===== config.mk =====
export PLATFORM = sky130hd
export DESIGN_NAME = key_entry_buffer_flat
export DESIGN_NICKNAME = d
export VERILOG_FILES = /design/src/rtl/key_entry_buffer_pkg.sv /design/src/rtl/key_entry_buffer_if.sv /design/src/rtl/key_entry_buffer_timer.sv /design/src/rtl/key_entry_buffer.sv /design/src/flat_wrapper.sv
export SDC_FILE = /design/constraint.sdc
export NUM_CORES = 1
export LEC_CHECK = 0
export CAP_MARGIN = 5
export CORE_AREA = 2 2 93 95
export DETAILED_ROUTE_END_ITERATION = 6
export DIE_AREA = 0 0 95 97
export GPL_ROUTABILITY_DRIVEN = 0
export HOLD_SLACK_MARGIN = 0.12
export PLACE_DENSITY = 0.8
export SETUP_SLACK_MARGIN = 0.5
export SYNTH_ARGS = -nofsm -noshare
export SYNTH_HDL_FRONTEND = slang
export SYNTH_SLANG_ARGS = --single-unit
export TNS_END_PERCENT = 5

===== constraint.sdc =====
create_clock -name clk -period 5.45 [get_ports clk]
set_clock_uncertainty 0.05 [all_clocks]
set_input_delay 0.545 -clock clk [delete_from_list [all_inputs] [get_ports clk]]
set_output_delay 0.545 -clock clk [all_outputs]
set_load 0.005 [all_outputs]

===== src/rtl/key_entry_buffer_pkg.sv =====
// Shared definitions for the lock code entry path: key codes, digit
// geometry, FSM state encoding and the code packing helper.
package lock_pkg;

    localparam logic [3:0] KEY_DIGIT_MAX = 4'h9;
    localparam logic [3:0] KEY_BKSP      = 4'hA;
    localparam logic [3:0] KEY_ENTER     = 4'hB;
    localparam logic [3:0] KEY_CLR       = 4'hC;
    localparam logic [3:0] DIGIT_BLANK   = 4'hF;

    localparam int         NUM_DIGITS_INT = 6;
    localparam logic [2:0] NUM_DIGITS     = 3'd6;

    typedef enum logic [1:0] {
        ST_IDLE    = 2'd0,
        ST_ENTRY   = 2'd1,
        ST_PRESENT = 2'd2
    } state_t;

    // Element 0 is the first entered digit (out1).
    typedef logic [NUM_DIGITS_INT-1:0][3:0] digit_vec_t;

    // All positions blank.
    function automatic digit_vec_t blank_digits();
        digit_vec_t d;
        for (int i = 0; i < NUM_DIGITS_INT; i++) begin
            d[i] = DIGIT_BLANK;
        end
        return d;
    endfunction

    // Pack digits so the first entered digit lands in the top nibble.
    function automatic logic [23:0] pack_code(input digit_vec_t d);
        logic [23:0] c;
        c = 24'h000000;
        for (int i = 0; i < NUM_DIGITS_INT; i++) begin
            c[23-4*i -: 4] = d[i];
        end
        return c;
    endfunction

endpackage


===== src/rtl/key_entry_buffer_if.sv =====
// Keypad event input and code output handshakes of the entry buffer.
interface key_entry_buffer_if;

    logic        key_valid;
    logic        key_ready;
    logic [3:0]  key_code;
    logic        code_valid;
    logic        code_ready;
    logic [23:0] code_data;

    // Driver side: keypad scanner and code comparator.
    modport master (
        output key_valid, key_code, code_ready,
        input  key_ready, code_valid, code_data
    );

    // Entry buffer side.
    modport slave (
        input  key_valid, key_code, code_ready,
        output key_ready, code_valid, code_data
    );

endinterface


===== src/rtl/key_entry_buffer_timer.sv =====
// Inactivity timer for code entry: counts enabled cycles, clears on demand,
// flags the cycle on which the final count is reached.
module entry_timer #(
    parameter int unsigned TIMEOUT_CYCLES = 500_000_000,
    parameter int          TO_W           = 29
) (
    input  logic clk,
    input  logic rst_n,
    input  logic clear_i,
    input  logic enable_i,
    output logic expired_o
);

    localparam logic [TO_W-1:0] LAST = TO_W'(TIMEOUT_CYCLES - 1);

    logic [TO_W-1:0] cnt_q;
    logic [TO_W-1:0] cnt_d;

    // Next count: clear wins, otherwise count while enabled.
    always_comb begin
        cnt_d = cnt_q;
        if (clear_i) begin
            cnt_d = '0;
        end else if (enable_i) begin
            cnt_d = cnt_q + {{(TO_W-1){1'b0}}, 1'b1};
        end else begin
            cnt_d = cnt_q;
        end
    end

    // Counter register.
    always_ff @(posedge clk or negedge rst_n) begin
        if (!rst_n) begin
            cnt_q <= '0;
        end else begin
            cnt_q <= cnt_d;
        end
    end

    assign expired_o = enable_i & (cnt_q == LAST);

endmodule


===== src/rtl/key_entry_buffer.sv =====
// Six-digit code entry buffer: collects keypad digits, supports backspace
// and clear, and offers the packed code to the comparator on enter.
module key_entry_buffer
    import lock_pkg::*;
#(
    parameter int unsigned TIMEOUT_CYCLES = 500_000_000
) (
    input  logic                  clk,
    input  logic                  rst_n,
    key_entry_buffer_if.slave     bus,
    output logic [3:0]            out1,
    output logic [3:0]            out2,
    output logic [3:0]            out3,
    output logic [3:0]            out4,
    output logic [3:0]            out5,
    output logic [3:0]            out6,
    output logic [2:0]            digit_count,
    output logic                  entry_err,
    output logic                  timeout
);

    localparam int TO_W = $clog2(TIMEOUT_CYCLES);

    state_t      state_q, state_d;
    digit_vec_t  digits_q, digits_d;
    logic [2:0]  count_q, count_d;
    logic        code_valid_q, code_valid_d;
    logic [23:0] code_data_q, code_data_d;
    logic        key_ready_q, key_ready_d;
    logic        entry_err_q, entry_err_d;
    logic        timeout_q, timeout_d;

    logic        key_acc_s;
    logic        timer_exp_s;
    logic        timer_clr_s;
    logic        timer_en_s;

    assign key_acc_s   = bus.key_valid & key_ready_q;
    assign timer_en_s  = (state_q == ST_ENTRY);
    // The idle timer restarts on every accepted key and whenever entry ends.
    assign timer_clr_s = key_acc_s | (state_d != ST_ENTRY);

    entry_timer #(
        .TIMEOUT_CYCLES (TIMEOUT_CYCLES),
        .TO_W           (TO_W)
    ) u_timer (
        .clk       (clk),
        .rst_n     (rst_n),
        .clear_i   (timer_clr_s),
        .enable_i  (timer_en_s),
        .expired_o (timer_exp_s)
    );

    // Next-state and next-output logic for the entry FSM and digit array.
    always_comb begin
        state_d      = state_q;
        digits_d     = digits_q;
        count_d      = count_q;
        code_valid_d = code_valid_q;
        code_data_d  = code_data_q;
        entry_err_d  = 1'b0;
        timeout_d    = 1'b0;
        case (state_q)
            ST_IDLE, ST_ENTRY: begin
                if (key_acc_s) begin
                    if (bus.key_code <= KEY_DIGIT_MAX) begin
                        if (count_q < NUM_DIGITS) begin
                            digits_d[count_q] = bus.key_code;
                            count_d           = count_q + 3'd1;
                            state_d           = ST_ENTRY;
                        end else begin
                            count_d = count_q;
                        end
                    end else begin
                        case (bus.key_code)
                            KEY_BKSP: begin
                                if (count_q != 3'd0) begin
                                    digits_d[count_q - 3'd1] = DIGIT_BLANK;
                                    count_d = count_q - 3'd1;
                                    if (count_q == 3'd1) begin
                                        state_d = ST_IDLE;
                                    end else begin
                                        state_d = ST_ENTRY;
                                    end
                                end else begin
                                    count_d = count_q;
                                end
                            end
                            KEY_CLR: begin
                                digits_d = blank_digits();
                                count_d  = 3'd0;
                                state_d  = ST_IDLE;
                            end
                            KEY_ENTER: begin
                                if (count_q == NUM_DIGITS) begin
                                    code_data_d  = pack_code(digits_q);
                                    code_valid_d = 1'b1;
                                    state_d      = ST_PRESENT;
                                end else begin
                                    entry_err_d = 1'b1;
                                end
                            end
                            default: begin
                                state_d = state_q;
                            end
                        endcase
                    end
                end else if (timer_exp_s) begin
                    digits_d  = blank_digits();
                    count_d   = 3'd0;
                    timeout_d = 1'b1;
                    state_d   = ST_IDLE;
                end else begin
                    state_d = state_q;
                end
            end
            ST_PRESENT: begin
                if (code_valid_q & bus.code_ready) begin
                    code_valid_d = 1'b0;
                    digits_d     = blank_digits();
                    count_d      = 3'd0;
                    state_d      = ST_IDLE;
                end else begin
                    state_d = ST_PRESENT;
                end
            end
            default: begin
                state_d      = ST_IDLE;
                digits_d     = blank_digits();
                count_d      = 3'd0;
                code_valid_d = 1'b0;
            end
        endcase
        key_ready_d = (state_d != ST_PRESENT);
    end

    // State and registered outputs.
    always_ff @(posedge clk or negedge rst_n) begin
        if (!rst_n) begin
            state_q      <= ST_IDLE;
            digits_q     <= blank_digits();
            count_q      <= 3'd0;
            code_valid_q <= 1'b0;
            code_data_q  <= 24'h000000;
            key_ready_q  <= 1'b1;
            entry_err_q  <= 1'b0;
            timeout_q    <= 1'b0;
        end else begin
            state_q      <= state_d;
            digits_q     <= digits_d;
            count_q      <= count_d;
            code_valid_q <= code_valid_d;
            code_data_q  <= code_data_d;
            key_ready_q  <= key_ready_d;
            entry_err_q  <= entry_err_d;
            timeout_q    <= timeout_d;
        end
    end

    assign bus.key_ready  = key_ready_q;
    assign bus.code_valid = code_valid_q;
    assign bus.code_data  = code_data_q;
    assign out1           = digits_q[0];
    assign out2           = digits_q[1];
    assign out3           = digits_q[2];
    assign out4           = digits_q[3];
    assign out5           = digits_q[4];
    assign out6           = digits_q[5];
    assign digit_count    = count_q;
    assign entry_err      = entry_err_q;
    assign timeout        = timeout_q;

endmodule


===== src/flat_wrapper.sv =====
// flat-port wrapper written by rule: the top's interface ports become plain ports
module key_entry_buffer_flat import lock_pkg::*;
#(
    parameter int unsigned TIMEOUT_CYCLES = 500_000_000
)
  (clk, rst_n, out1, out2, out3, out4, out5, out6, digit_count, entry_err, timeout, bus_key_valid, bus_key_code, bus_code_ready, bus_key_ready, bus_code_valid, bus_code_data);
  key_entry_buffer_if bus_i ();
  input  logic clk;
  input  logic rst_n;
  output logic [3:0] out1;
  output logic [3:0] out2;
  output logic [3:0] out3;
  output logic [3:0] out4;
  output logic [3:0] out5;
  output logic [3:0] out6;
  output logic [2:0] digit_count;
  output logic entry_err;
  output logic timeout;
  input wire logic [$bits(bus_i.key_valid)-1:0] bus_key_valid;
  input wire logic [$bits(bus_i.key_code)-1:0] bus_key_code;
  input wire logic [$bits(bus_i.code_ready)-1:0] bus_code_ready;
  output wire logic [$bits(bus_i.key_ready)-1:0] bus_key_ready;
  output wire logic [$bits(bus_i.code_valid)-1:0] bus_code_valid;
  output wire logic [$bits(bus_i.code_data)-1:0] bus_code_data;
  assign bus_i.key_valid = bus_key_valid;
  assign bus_i.key_code = bus_key_code;
  assign bus_i.code_ready = bus_code_ready;
  assign bus_key_ready = bus_i.key_ready;
  assign bus_code_valid = bus_i.code_valid;
  assign bus_code_data = bus_i.code_data;
  key_entry_buffer #(.TIMEOUT_CYCLES(TIMEOUT_CYCLES)) u_core (.clk(clk), .rst_n(rst_n), .bus(bus_i), .out1(out1), .out2(out2), .out3(out3), .out4(out4), .out5(out5), .out6(out6), .digit_count(digit_count), .entry_err(entry_err), .timeout(timeout));
endmodule

# [Yosys cells after proc, flatten, opt, wreduce, memory -nomap -nowiden]
# Index checks and enable logic that the tools add are counted.
[word_totals] register_bits=86 in_bits=8 out_inout_bits=55 wordCells=104
[classes] muxes=47 add_sub_neg=3 n_bitwise=6 n_reduce_logical=9 n_eq_ne=19 magnitude_cmp=6
[ops] cell="two-way mux 24 bit" count=6
[ops] cell="case mux 24 bit (2 select lines)" count=2
[ops] cell="two-way mux 29 bit" count=2
[ops] cell="adder 29 x 1 -> 29 bit, second input constant" count=1
[ops] cell="== test 29 bit, second input constant" count=1
[ops] cell="bitwise mux 24 bit" count=1
[ops] cell="demux 4 bit (select 3 bit)" count=2
[ops] cell="OR 24 bit" count=1
[ops] cell="two-way mux 3 bit" count=6
[ops] cell="AND reduction 5 bit" count=3
[ops] cell="two-way mux 1 bit" count=14
[ops] cell="two-way mux 2 bit" count=7
[ops] cell="== test 4 bit, second input constant" count=3
[ops] cell="case mux 3 bit (2 select lines)" count=2
[ops] cell="!= test 5 bit, second input constant" count=2
[ops] cell="< comparator 3 x 4 -> 1 bit, second input constant" count=2
[ops] cell="two-way mux 4 bit" count=2
[ops] cell="!= test 2 x 1 -> 1 bit, second input constant" count=4
[ops] cell=">= comparator 3 x 1 -> 1 bit, second input constant" count=2
[ops] cell="!= test 2 bit, second input constant" count=3
[ops] cell="case mux 2 bit (3 select lines)" count=1
[ops] cell="<= comparator 4 bit, second input constant" count=1
[ops] cell="!= test 4 bit, second input constant" count=1
[ops] cell="case mux 2 bit (2 select lines)" count=1
[ops] cell="other kinds (17)" count=20

# [Longest topological paths before layout]
# Gate-level depths: netlist of run 1.
[depth] word_depth=11 depth_mapped=11 mapped_depth_nobuf=7

# [Cells and area by module]
# Synthesis of run 1 repeated with hierarchy kept, for this count alone.
[hier_totals] cells_unflattened=380 hier_area_um2=4370.4
[by_module_without_submodules] mod="key_entry_buffer" seq_area_each_um2=1457.6 area_each_um2=2758.9 cells_each=212 n_inst=1
[by_module_without_submodules] mod="entry_timer" seq_area_each_um2=725.7 area_each_um2=1611.5 cells_each=168 n_inst=1

# [Worst setup path after synthesis of run 1]
# Ideal clock, no wire load.
[synth_timing] path_kind="reg2reg" start="reg u_core.count_q[1] (netlist: u_core.digit_count[1])" end="reg u_core.count_q[1] (netlist: u_core.digit_count[1])" period_less_slack_ps=2449 setup_ps=128 n_path_buf=3 path_stages_with_launch=11 setup_slack_ps=3001 required_time_ps=5272 t_arrival_ps=2271 cell_sequence="dfrtp_1 clkbuf_1 inv_1 clkbuf_1 ha_1 nand2b_1 a21oi_1 o31ai_2 nand3_2 buf_2 mux2_1"
[synth_via] elab_chain_len=6 word_cells_on_any_way=13 classes_between="add/sub (2); order compare (1); eq/ne (2); mux (6); reduce/logical (2)"
[synth_lines] item="start: declaration" line="key_entry_buffer.sv:26" text="logic [2:0] count_q, count_d;"
[synth_lines] item="start signal: assignment" line="key_entry_buffer.sv:151" text="count_q <= count_d;"
[synth_lines] item="subtractor 3 x 1 -> 3 bit" line="key_entry_buffer.sv:79" text="count_d = count_q - 3'd1;"
[synth_lines] item="two-way mux 3 bit" line="key_entry_buffer.sv:77" text="if (count_q != 3'd0) begin"
[synth_lines] item="case mux 3 bit (2 select lines)" line="key_entry_buffer.sv:75" text="case (bus.key_code)"
[synth_lines] item="two-way mux 3 bit" line="key_entry_buffer.sv:66" text="if (bus.key_code <= KEY_DIGIT_MAX) begin"
[synth_lines] item="two-way mux 3 bit" line="key_entry_buffer.sv:65" text="if (key_acc_s) begin"
[synth_lines] item="case mux 3 bit (2 select lines)" line="key_entry_buffer.sv:63" text="case (state_q)"
# Several ways; a longest one is shown, not always the timed one. The select of a mux whose other input is x is not followed.
# A chain may end at the register's enable or synchronous reset.

# [Final worst setup path of run 1]
[layout_timing] start="reg u_core.count_q[0] (netlist: u_core.digit_count[0])" end="reg u_core.count_q[1] (netlist: u_core.digit_count[1])"
# The elaborated chain is that of the path after synthesis.

==> out/results.tsv, run 1 <==
metric	value	unit
status	completed	
TritonCTS buffer count	9	
first-pass GRT wire length	16.53	mm
Unique masters post-synth	45	
Starting Density	54.71	%
setup tns final	0	ns
DIE HEIGHT	97	µm
Power per Cell Area	395.1	nW/µm²
final wirelength	9.866	mm
WL/cell	16.67	µm
sequential fraction of the synthesis area	49.06	%
Max Freq	314.0	MHz
I/O Buffers	62	
drt via density	6.008	
crit-path max FO	26	
pin count of the biggest net entering global routing	87	
number of DRC markers in iteration 0	234	
DP HPWL	6.491	mm
EDFF count, synth	0	
Synth Instances	431	
Area growth syn-to-layout	19.37	%
core area	8134	µm²
maximum vdd drop	0.2510	mV
Syn. warnings	0	
syn_nets	444	
Worst Setup Path Type	reg -> reg	
minimum clock period	3.184	ns
Hold WC Path Type	in -> async	
crit start category	register	
Crit path arrival time	3.37	ns
top-area cell type share of the netlist area	34.30	%
nets@finish	495	
antenna-violating nets left	0	
CTS tree	yes	
average size of a mapped cell	10.33	µm²
async set or reset register ratio after synthesis	100.0	%
placed cell count	576	
Final Non-Filler Cells	592	
CTS sink count	86	
flops & latches, synth	86	
Post CTS Setup Buffer Count	0	
Static Leakage	0.002303	µW
RSZ-0062 raised after global routing	false	
Final Hold Fails	0	
max-cap violations	0	
commonest cells in the synthesized netlist	dfrtp_1, nor2_1, inv_1	
gr ovfl total	0	
final clock period utilization by the worst path	58.43	%
Worst Setup End Kind	register	
post-CTS sizing	0	
CTS Buffer Depth	2	
Final Core Density	65.31	%
Clock transition at path regs	0.09	ns
total power	2099	µW
largest area contributor in the netlist	dfrtp_1	
fraction of layout cells with a size suffix above 1	15.20	%
CTS HTree Levels	3	
DR pass1 iterations	5	
count of final setup violators	0	
Die Wd	95	µm
Worst Tran Pin Value	1.095	ns
DRC violations left	0	
Clock Latency Late Sink	0.35	ns
I/O pin cnt	63	
Rel. slew slack	26.78	%
root buffer cell	clkbuf_8	
overall routing resource usage	22.35	%
Synth Flop Type	dfrtp_1	
Synth Cell Area	4451	µm²
initial antenna violation count	0	
Ant. Diodes	0	
count leader, synth	dfrtp_1	
post-cts hold buffer count	0	
total die area	9215	µm²
synth top area cells	dfrtp_1, dfstp_2, mux2_4	
Worst EP required	5.64	ns
# rows	33	
DR vias	3557	
vias in the first global route	3461	
fin. max-slew vios	0	
==> cell families (layout without fill, tap and decap cells) <==
logic type	Yosys count	in the layout	synth area share [%]
AO/OA/AOI/OAI	69	69	10.20
XOR/XNOR	30	30	5.904
adder cells (fa/ha/maj)	5	5	1.406
buffers and inverters	51	107	5.032
flip-flops	86	86	49.06
multiplexers	27	27	8.350
AND/OR/NAND/NOR	163	163	20.04
==> area by class of cell <==
class,count,area (µm²)
clock buffer,9,123.9
clock inverter,7,96.34
fill,655,2821
inverter,27,101.3
multi-input combinational,294,2043
sequential,86,2183
tap,105,131.4
timing repair buffer,64,633.1
==> registers in the layout, indices dropped and copies added (netlist names) <==
name	count
u_core.timeout	1
u_core.state_q	2
u_core.digit_count	3
u_core.out6	4
u_core.bus.code_valid	1
u_core.out5	4
u_core.out1	4
u_core.out4	4
u_core.out3	4
u_core.bus.key_ready	1
u_core.u_timer.cnt_q	29
u_core.entry_err	1
u_core.out2	4
u_core.bus.code_data	24
==> layer usage <==
layer / wire, µm / vias up / GRT usage [%]
li1: - / 1634 / -
met4: 136 / 0 / 6.020
met5: 0 / - / 0
met1: 4479 / 1778 / 31.91
met3: 617 / 14 / 5.530
met2: 4634 / 131 / 34.04
==> cells in the final DEF, fill, tap and decap left out, drive strengths merged, types with 10 or more instances in the layout <==
cell           netlist  final
clkdlybuf4s50        0     61
dfrtp               61     61
nor2                42     42
inv                 27     29
mux2                27     27
nor3                26     26
a21oi               26     26
dfstp               25     25
xnor2               23     23
nand2               16     16
o31ai               14     14
nand3               13     13
nand4               10     10
==> path summary, 6_finish.rpt <==
| path | startpoint | endpoint | slack, ns | cells after the start |
|---|---|---|---|---|
| max | u_core.digit_count[0]$_DFFE_PN0P_ | u_core.digit_count[1]$_DFFE_PN0P_ | 2.27 | 7 |
| min | rst_n | u_core.u_timer.cnt_q[5]$_DFFE_PN0P_ | 0.32 | 1 |
| max reg2reg | u_core.digit_count[0]$_DFFE_PN0P_ | u_core.digit_count[1]$_DFFE_PN0P_ | 2.27 | 7 |
| min reg2reg | u_core.u_timer.cnt_q[0]$_DFFE_PN0P_ | u_core.u_timer.cnt_q[0]$_DFFE_PN0P_ | 0.41 | 1 |
| max in group asynchronous | rst_n | u_core.bus.code_data[17]$_DFFE_PN0P_ | 4.37 | 1 |
| min in group clk | u_core.u_timer.cnt_q[0]$_DFFE_PN0P_ | u_core.u_timer.cnt_q[0]$_DFFE_PN0P_ | 0.41 | 1 |
==> through the flow <==
step / hold slack (ns) / area [µm²] / setup WS, ns
after detailed placement: 0.3953 / 5092 / 2.157
after global routing: 0.4050 / 5313 / 2.005
after global placement: 0.3882 / 5092 / 2.272
after floorplan: 0.1994 / 4451 / 3.001
after CTS: 0.3631 / 5313 / 2.312
final: 0.3210 / 5313 / 2.266
==> critical path, cell delays in order (launching register included) <==
cell and delay, ns:
dfrtp_1 0.88, inv_1 0.33, ha_1 0.32, nand2b_1 0.08
a21oi_1 0.07, o31ai_2 0.43, nand3_2 0.45, mux2_1 0.45
==> power breakdown <==
| part | switching, µW | leakage, µW | total [µW] | internal, µW |
|---|---|---|---|---|
| sequential | 157 | 0.00111 | 973 | 816 |
| combinational | 277 | 0.00108 | 631 | 353 |
| clock | 234 | 0.000114 | 495 | 261 |
| total | 669 | 0.00230 | 2100 | 1430 |
Note: power is estimated with default switching activity, not from simulation.
==> run 2: changes to the inputs <==
- CORE_AREA: 2 2 93 95 -> 2 2 99 101
- DIE_AREA: 0 0 95 97 -> 0 0 101 103
- PLACE_DENSITY: 0.8 -> 0.74
- clock period: 5.45 -> 2.7 ns (I/O delays scaled with it)
==> run 2 against run 1 <==
Maximum frequency is 53% higher; routed wire length is 5.0% higher; cell area is 2.8% higher; non-clock buffer count is 18 higher; count of clock-buffer cells in the layout is 3 higher; register-to-register slack worse by 1.6 ns; final cell count is 4.6% higher; flip-flop and latch count stayed put.
==> out/results.tsv, run 2 (same netlist as run 1, synthesis figures left out) <==
metric	value	unit	change
status	completed		
initial antenna violation count	0		unchanged
delay-heaviest family, CP	simple AND/OR/NAND/NOR gates		
I/O pin cnt	63		unchanged
critical-path cell list	ha_1, and4b_1, and3_2, a31o_4, nand3_2, mux2_2		
final wirelength	10.36	mm	+5.0%
most frequent cells in the layout	clkdlybuf4s50_1, dfrtp_1, nor2_1		
antenna-violating nets left	0		unchanged
crit start category	register		
Crit path buffers/inverters	0		-1
DRC violations left	0		unchanged
part of the power in combinational logic	33.9	%	+3.8 points
number of DRC markers in iteration 0	152		-35%
I/O Buffers	62		unchanged
Die Wd	101	µm	+6.3%
total die area	10400	µm²	+13%
first-pass GRT wire length	16.87	mm	+2.1%
Clk pwr share	20.2	%	-3.4 points
DR vias	3544		-0.37%
cells on worst reg2reg path	6		-1
count of final setup violators	0		unchanged
crit-path max FO	7		-73%
CTS HTree Levels	3		unchanged
Hold Path Sink	u_core.u_timer.cnt_q[0]$_DFFE_PN0P_		
worst min-delay path startpoint	u_core.u_timer.cnt_q[0]$_DFFE_PN0P_		
CTS Buffer Depth	2		unchanged
RR Endpoint	u_core.digit_count[0]$_DFFE_PN0P_		
setup tns final	0	ns	unchanged
crit-path max cell delay	0.40	ns	-0.48 ns
Worst Tran Pin Value	0.5231	ns	-0.5722 ns
Largest register FFs	29		unchanged
Starting Density	47.05	%	-7.7 points
Final Core Density	57.71	%	-7.6 points
Static Leakage	0.002374	µW	+3.1%
internal power	2790	µW	+95%
CTS tree	yes		
Clock transition at path regs	0.09	ns	about the same
WL/cell	16.74	µm	+0.47%
drt via density	5.725		-4.7%
Crit path arrival time	2.28	ns	-1.09 ns
Final Non-Filler Cells	619		+4.6%
sw frac	32.36	%	+0.48 points
overall routing resource usage	20.72	%	-1.6 points
DIE HEIGHT	103	µm	+6.2%
DR pass1 iterations	4		-1
Worst Setup End Kind	register		
root buffer cell	clkbuf_8		
critical path's slowest cell	dfrtp_1		
TritonCTS buffer count	9		unchanged
placed cell count	601		+4.3%
RSZ-0062 raised after global routing	true		
Net Switching	1335	µW	+99%
Area growth syn-to-layout	22.66	%	
Rel. slew slack	65.03	%	+38 points
Worst Setup Path Type	reg -> reg		
Power per Cell Area	755.7	nW/µm²	+91%
maximum vdd drop	0.4289	mV	+71%
nets@finish	513		+3.6%
# rows	36		+9.1%
gr ovfl total	0		unchanged
total power	4125	µW	+97%
FF-to-FF Start	u_core.u_timer.cnt_q[0]$_DFFE_PN0P_		
vias in the first global route	3459		-0.058%
CTS sink count	86		unchanged
max-cap violations	0		unchanged
Flop pwr share	45.9	%	-0.5 points
Final Hold Fails	0		unchanged
Top reg by flops	u_core.u_timer.cnt_q		
fraction of layout cells with a size suffix above 1	18.42	%	+3.2 points
Worst EP required	2.90	ns	-2.74 ns
minimum clock period	2.077	ns	-1.107 ns
core area	9459	µm²	+16%
Hold Crit Depth	1		
Clock Latency Late Sink	0.37	ns	+0.02 ns
Hold WC Path Type	reg -> reg		
Max Freq	481.4	MHz	+53%
DP HPWL	7.052	mm	+8.6%
Ant. Diodes	0		unchanged
fin. max-slew vios	0		unchanged
final clock period utilization by the worst path	76.94	%	+19 points
Reg2Reg Setup Slack	0.62	ns	-1.64 ns
pin count of the biggest net entering global routing	87		unchanged
==> run 2: cell types whose count changed in the layout (fill, tap and decap cells not counted), moves of 2 or more <==
| cell | delta |
|---|---|
| inv_6 | -2 |
| buf_4 | +16 |
| bufinv_16 | -2 |
| clkbuf_8 | +2 |
==> run 2: metrics by stage <==
stage               cell area (µm²)  worst slack (ns)  hold WS [ns]
finish                         5459            0.6225        0.4157
global route                   5459            0.4668        0.4435
CTS                            5435            0.5040        0.4187
detailed placement             5248            0.3461        0.2902
global placement               5248            0.3861        0.2878
floorplan                      4482            0.5048      -0.07559
==> run 2: how the worst max path moves through the flow <==
stage	startpoint	endpoint	slack, ns	cells after the start
3_5_place_dp	bus_key_code[1]	u_core.out1[2]$_DFFE_PN1P_	0.35	8
5_1_grt	u_core.u_timer.cnt_q[0]$_DFFE_PN0P_	u_core.u_timer.cnt_q[28]$_DFFE_PN0P_	0.47	6
4_1_cts	u_core.u_timer.cnt_q[0]$_DFFE_PN0P_	u_core.out2[2]$_DFFE_PN1P_	0.50	7
3_3_place_gp	bus_key_code[2]	u_core.bus.code_data[9]$_DFFE_PN0P_	0.39	7
6_report	u_core.u_timer.cnt_q[0]$_DFFE_PN0P_	u_core.digit_count[0]$_DFFE_PN0P_	0.62	6
2_1_floorplan	u_core.digit_count[1]$_DFFE_PN0P_	u_core.digit_count[1]$_DFFE_PN0P_	0.50	10
==> run 2: area by class of cell <==
type                            instances  area, µm²
Multi-Input combinational cell        294       2071
Clock inverter                          4      22.52
Sequential cell                        86       2183
Tap cell                              114      142.6
Fill cell                             808       4000
Timing Repair Buffer                   82      783.3
Inverter                               27      101.3
Clock buffer                           12      155.1
==> run 2: power by group through the flow <==
stage	Clock [µW]	Combinational (µW)	Sequential [µW]
2_1_floorplan	0	694	1880
3_3_place_gp	0	1350	1910
6_report	832	1400	1890
3_5_place_dp	0	1390	1920
5_1_grt	912	1530	1940
4_1_cts	857	1400	1900
==> run 2: timing repair <==
action,in CTS,in global routing
buffers inserted,0,1
hold buffers,1,0
resized for setup,0,3
endpoints found under the hold margin,61,0
endpoints found under the setup margin,0,49
==> run 2: layer usage <==
layer  wire length [µm]  vias up  global-route usage, %
met5                  0        -                      0
met4                127        0                  8.732
met3                556       12                  4.000
met2               5083       87                  33.38
met1               4597     1769                  27.61
li1                   -     1676                      -
==> run 2: worst register-to-register path, cell delays in order (launching register included) <==
cell,delay [ns]
dfrtp_1,0.40
ha_1,0.23
and4b_1,0.24
and3_2,0.26
a31o_4,0.28
nand3_2,0.14
mux2_2,0.35
==> run 3: changes to the inputs <==
- CORE_AREA: 2 2 99 101 -> 2 2 93 95
- DIE_AREA: 0 0 101 103 -> 0 0 95 97
- PLACE_DENSITY: 0.74 -> 0.8
- clock period: 2.7 -> 1.96 ns (I/O delays scaled with it)
==> run 3 against run 2 <==
The flow now finishes with violations (negative setup slack); clock power rose by 89%; largest power group unchanged; die area fell by 11%; final cell count rose by 4.5%; core utilization rose by 22 points; critical endpoint is now u_core.digit_count[2]$_DFFE_PN0P_; first-iteration DRC count rose by 140%; non-clock buffer count rose by 37; worst setup slack got worse by 0.67 ns; via count rose by 17%.
==> out/results.tsv, run 3 (same netlist as run 1, synthesis figures left out) <==
metric	value	unit	change
RR Endpoint	u_core.digit_count[1]$_DFFE_PN0P_		
initial antenna violation count	0		unchanged
fin. max-slew vios	0		unchanged
count of final setup violators	3		+3
Worst Tran Pin Value	0.5769	ns	+0.05385 ns
CP Depth	8		+2
Rel. slew slack	61.21	%	-3.8 points
DP HPWL	7.452	mm	+5.7%
number of DRC markers in iteration 0	359		+140%
CTS sink count	86		unchanged
nets@finish	550		+7.2%
final clock period utilization by the worst path	102.2	%	
I/O Buffers	62		unchanged
failing checks	negative setup slack		
Starting Density	54.71	%	+7.7 points
setup tns final	-0.06581	ns	-0.06581 ns
first-pass GRT wire length	18.95	mm	+12%
Worst Setup Path Type	in -> reg		
CTS Buffer Depth	2		unchanged
CP most frequent cell	buf_4		
Reg2Reg Setup Slack	-0.01	ns	-0.63 ns
# rows	33		-8.3%
Hold WC Path Type	in -> async		
core area	8134	µm²	-14%
Die Wd	95	µm	-5.9%
gr ovfl total	0		unchanged
Clock transition at path regs	0.11	ns	+0.02 ns
delay-heaviest family, CP	buffers and inverters		
Setup crit end	u_core.digit_count[2]$_DFFE_PN0P_		
antenna-violating nets left	0		unchanged
FF-to-FF Start	u_core.u_timer.cnt_q[13]$_DFFE_PN0P_		
Worst EP required	2.17	ns	-0.73 ns
total die area	9215	µm²	-11%
drt via density	6.399		+12%
RSZ-0062 raised after global routing	true		
overall routing resource usage	25.94	%	+5.2 points
final wirelength	13.92	mm	+34%
crit-path max FO	13		+6
crit start category	input port		
Worst Setup End Kind	register		
critical-path cell list	clkdlybuf4s50_1, buf_4, o21ai_1, buf_4, nor2_1, a221oi_1, nor3_1, mux2_4		
leading cell type in the layout, fill and taps excluded	dfrtp_1		
vias in the first global route	3825		+11%
minimum clock period	2.004	ns	
fraction of layout cells with a size suffix above 1	38.56	%	+20 points
Static Leakage	0.003323	µW	+40%
CTS HTree Levels	3		unchanged
max-cap violations	0		unchanged
status	finished, violations left		
pin count of the biggest net entering global routing	49		-44%
Clock Latency Late Sink	0.38	ns	about the same
final hold slack	0.2607	ns	-0.1550 ns
DRC violations left	0		unchanged
CP startpoint	bus_key_code[1]		
Fill cells	421		-48%
Area growth syn-to-layout	45.52	%	
Crit path buffers/inverters	3		+3
CTS tree	yes		
maximum vdd drop	0.7542	mV	+76%
Ant. Diodes	0		unchanged
Power per Cell Area	1046	nW/µm²	+38%
final worst setup slack	-0.04390	ns	-0.6664 ns
I/O pin cnt	63		unchanged
Final Hold Fails	0		unchanged
Max Freq	499.0	MHz	
TritonCTS buffer count	9		unchanged
Top reg by flops	u_core.u_timer.cnt_q		
DR pass1 iterations	5		+1
Largest register FFs	29		unchanged
Crit path arrival time	2.21	ns	-0.07 ns
crit-path max cell delay	0.43	ns	+0.03 ns
WL/cell	21.52	µm	+29%
DR vias	4140		+17%
DIE HEIGHT	97	µm	-5.8%
root buffer cell	clkbuf_8		
critical path's slowest cell	clkdlybuf4s50_1		
cells on worst reg2reg path	6		unchanged
most frequent cells in the layout	dfrtp_1, dlymetal6s2s_1, buf_4		
## run 3: worst min path at each step
| stage | startpoint | to | depth (start not counted) |
|---|---|---|---|
| 2_1_floorplan | rst_n | u_core.bus.code_data[0]$_DFFE_PN0P_ | 0 |
| 3_3_place_gp | rst_n | u_core.u_timer.cnt_q[0]$_DFFE_PN0P_ | 1 |
| 3_5_place_dp | rst_n | u_core.u_timer.cnt_q[0]$_DFFE_PN0P_ | 1 |
| 4_1_cts | rst_n | u_core.u_timer.cnt_q[1]$_DFFE_PN0P_ | 2 |
| 5_1_grt | rst_n | u_core.u_timer.cnt_q[0]$_DFFE_PN0P_ | 2 |
| 6_report | rst_n | u_core.u_timer.cnt_q[0]$_DFFE_PN0P_ | 2 |
## run 3: per-stage QoR
step / std cells / utilization [%] / total power [µW] / area [µm²] / setup slack [ns]
2_1_floorplan: 431 / - / 3614 / 4519 / -0.1451
3_3_place_gp: 619 / 67.56 / 4579 / 5495 / -0.2235
3_5_place_dp: 619 / 67.56 / 4666 / 5495 / -0.2591
4_1_cts: 644 / 73.14 / 6343 / 5949 / 0.02190
5_1_grt: 647 / 79.62 / 7040 / 6476 / -0.09660
6_report: 647 / 79.62 / 6772 / 6476 / -0.04390
## run 3: what timing repair did
action                     in CTS  in global routing
resized for setup              26                135
hold buffers                    1                  0
gates cloned                    2                  0
setup endpoints to repair     137                139
buffers inserted                6                  3
hold endpoints to repair       38                  0
pin swaps                       3                 29
## run 3: power by group
group,total (µW),internal (µW),switching (µW)
Sequential,2620,2270,350
Clock,1570,887,686
Combinational,2580,1290,1290
Total,6770,4450,2320
## run 3: layout make-up
class                           instances  area [µm²]  share of cell area [%]
Clock buffer                           11       141.4                   2.183
Multi-Input combinational cell        294        2501                   38.62
Timing Repair Buffer                  119        1299                   20.05
Clock inverter                          5       107.6                   1.662
Sequential cell                        86        2187                   33.77
Tap cell                              105       131.4                   2.029
Inverter                               27       108.9                   1.681
## run 3: layer usage
layer / vias up / track usage [%] / wire length [µm]
li1: 1753 / - / -
met1: 2061 / 34.50 / 5395
met2: 265 / 41.13 / 6909
met3: 61 / 6.153 / 1134
met4: 0 / 9.476 / 481
met5: - / 0 / 0
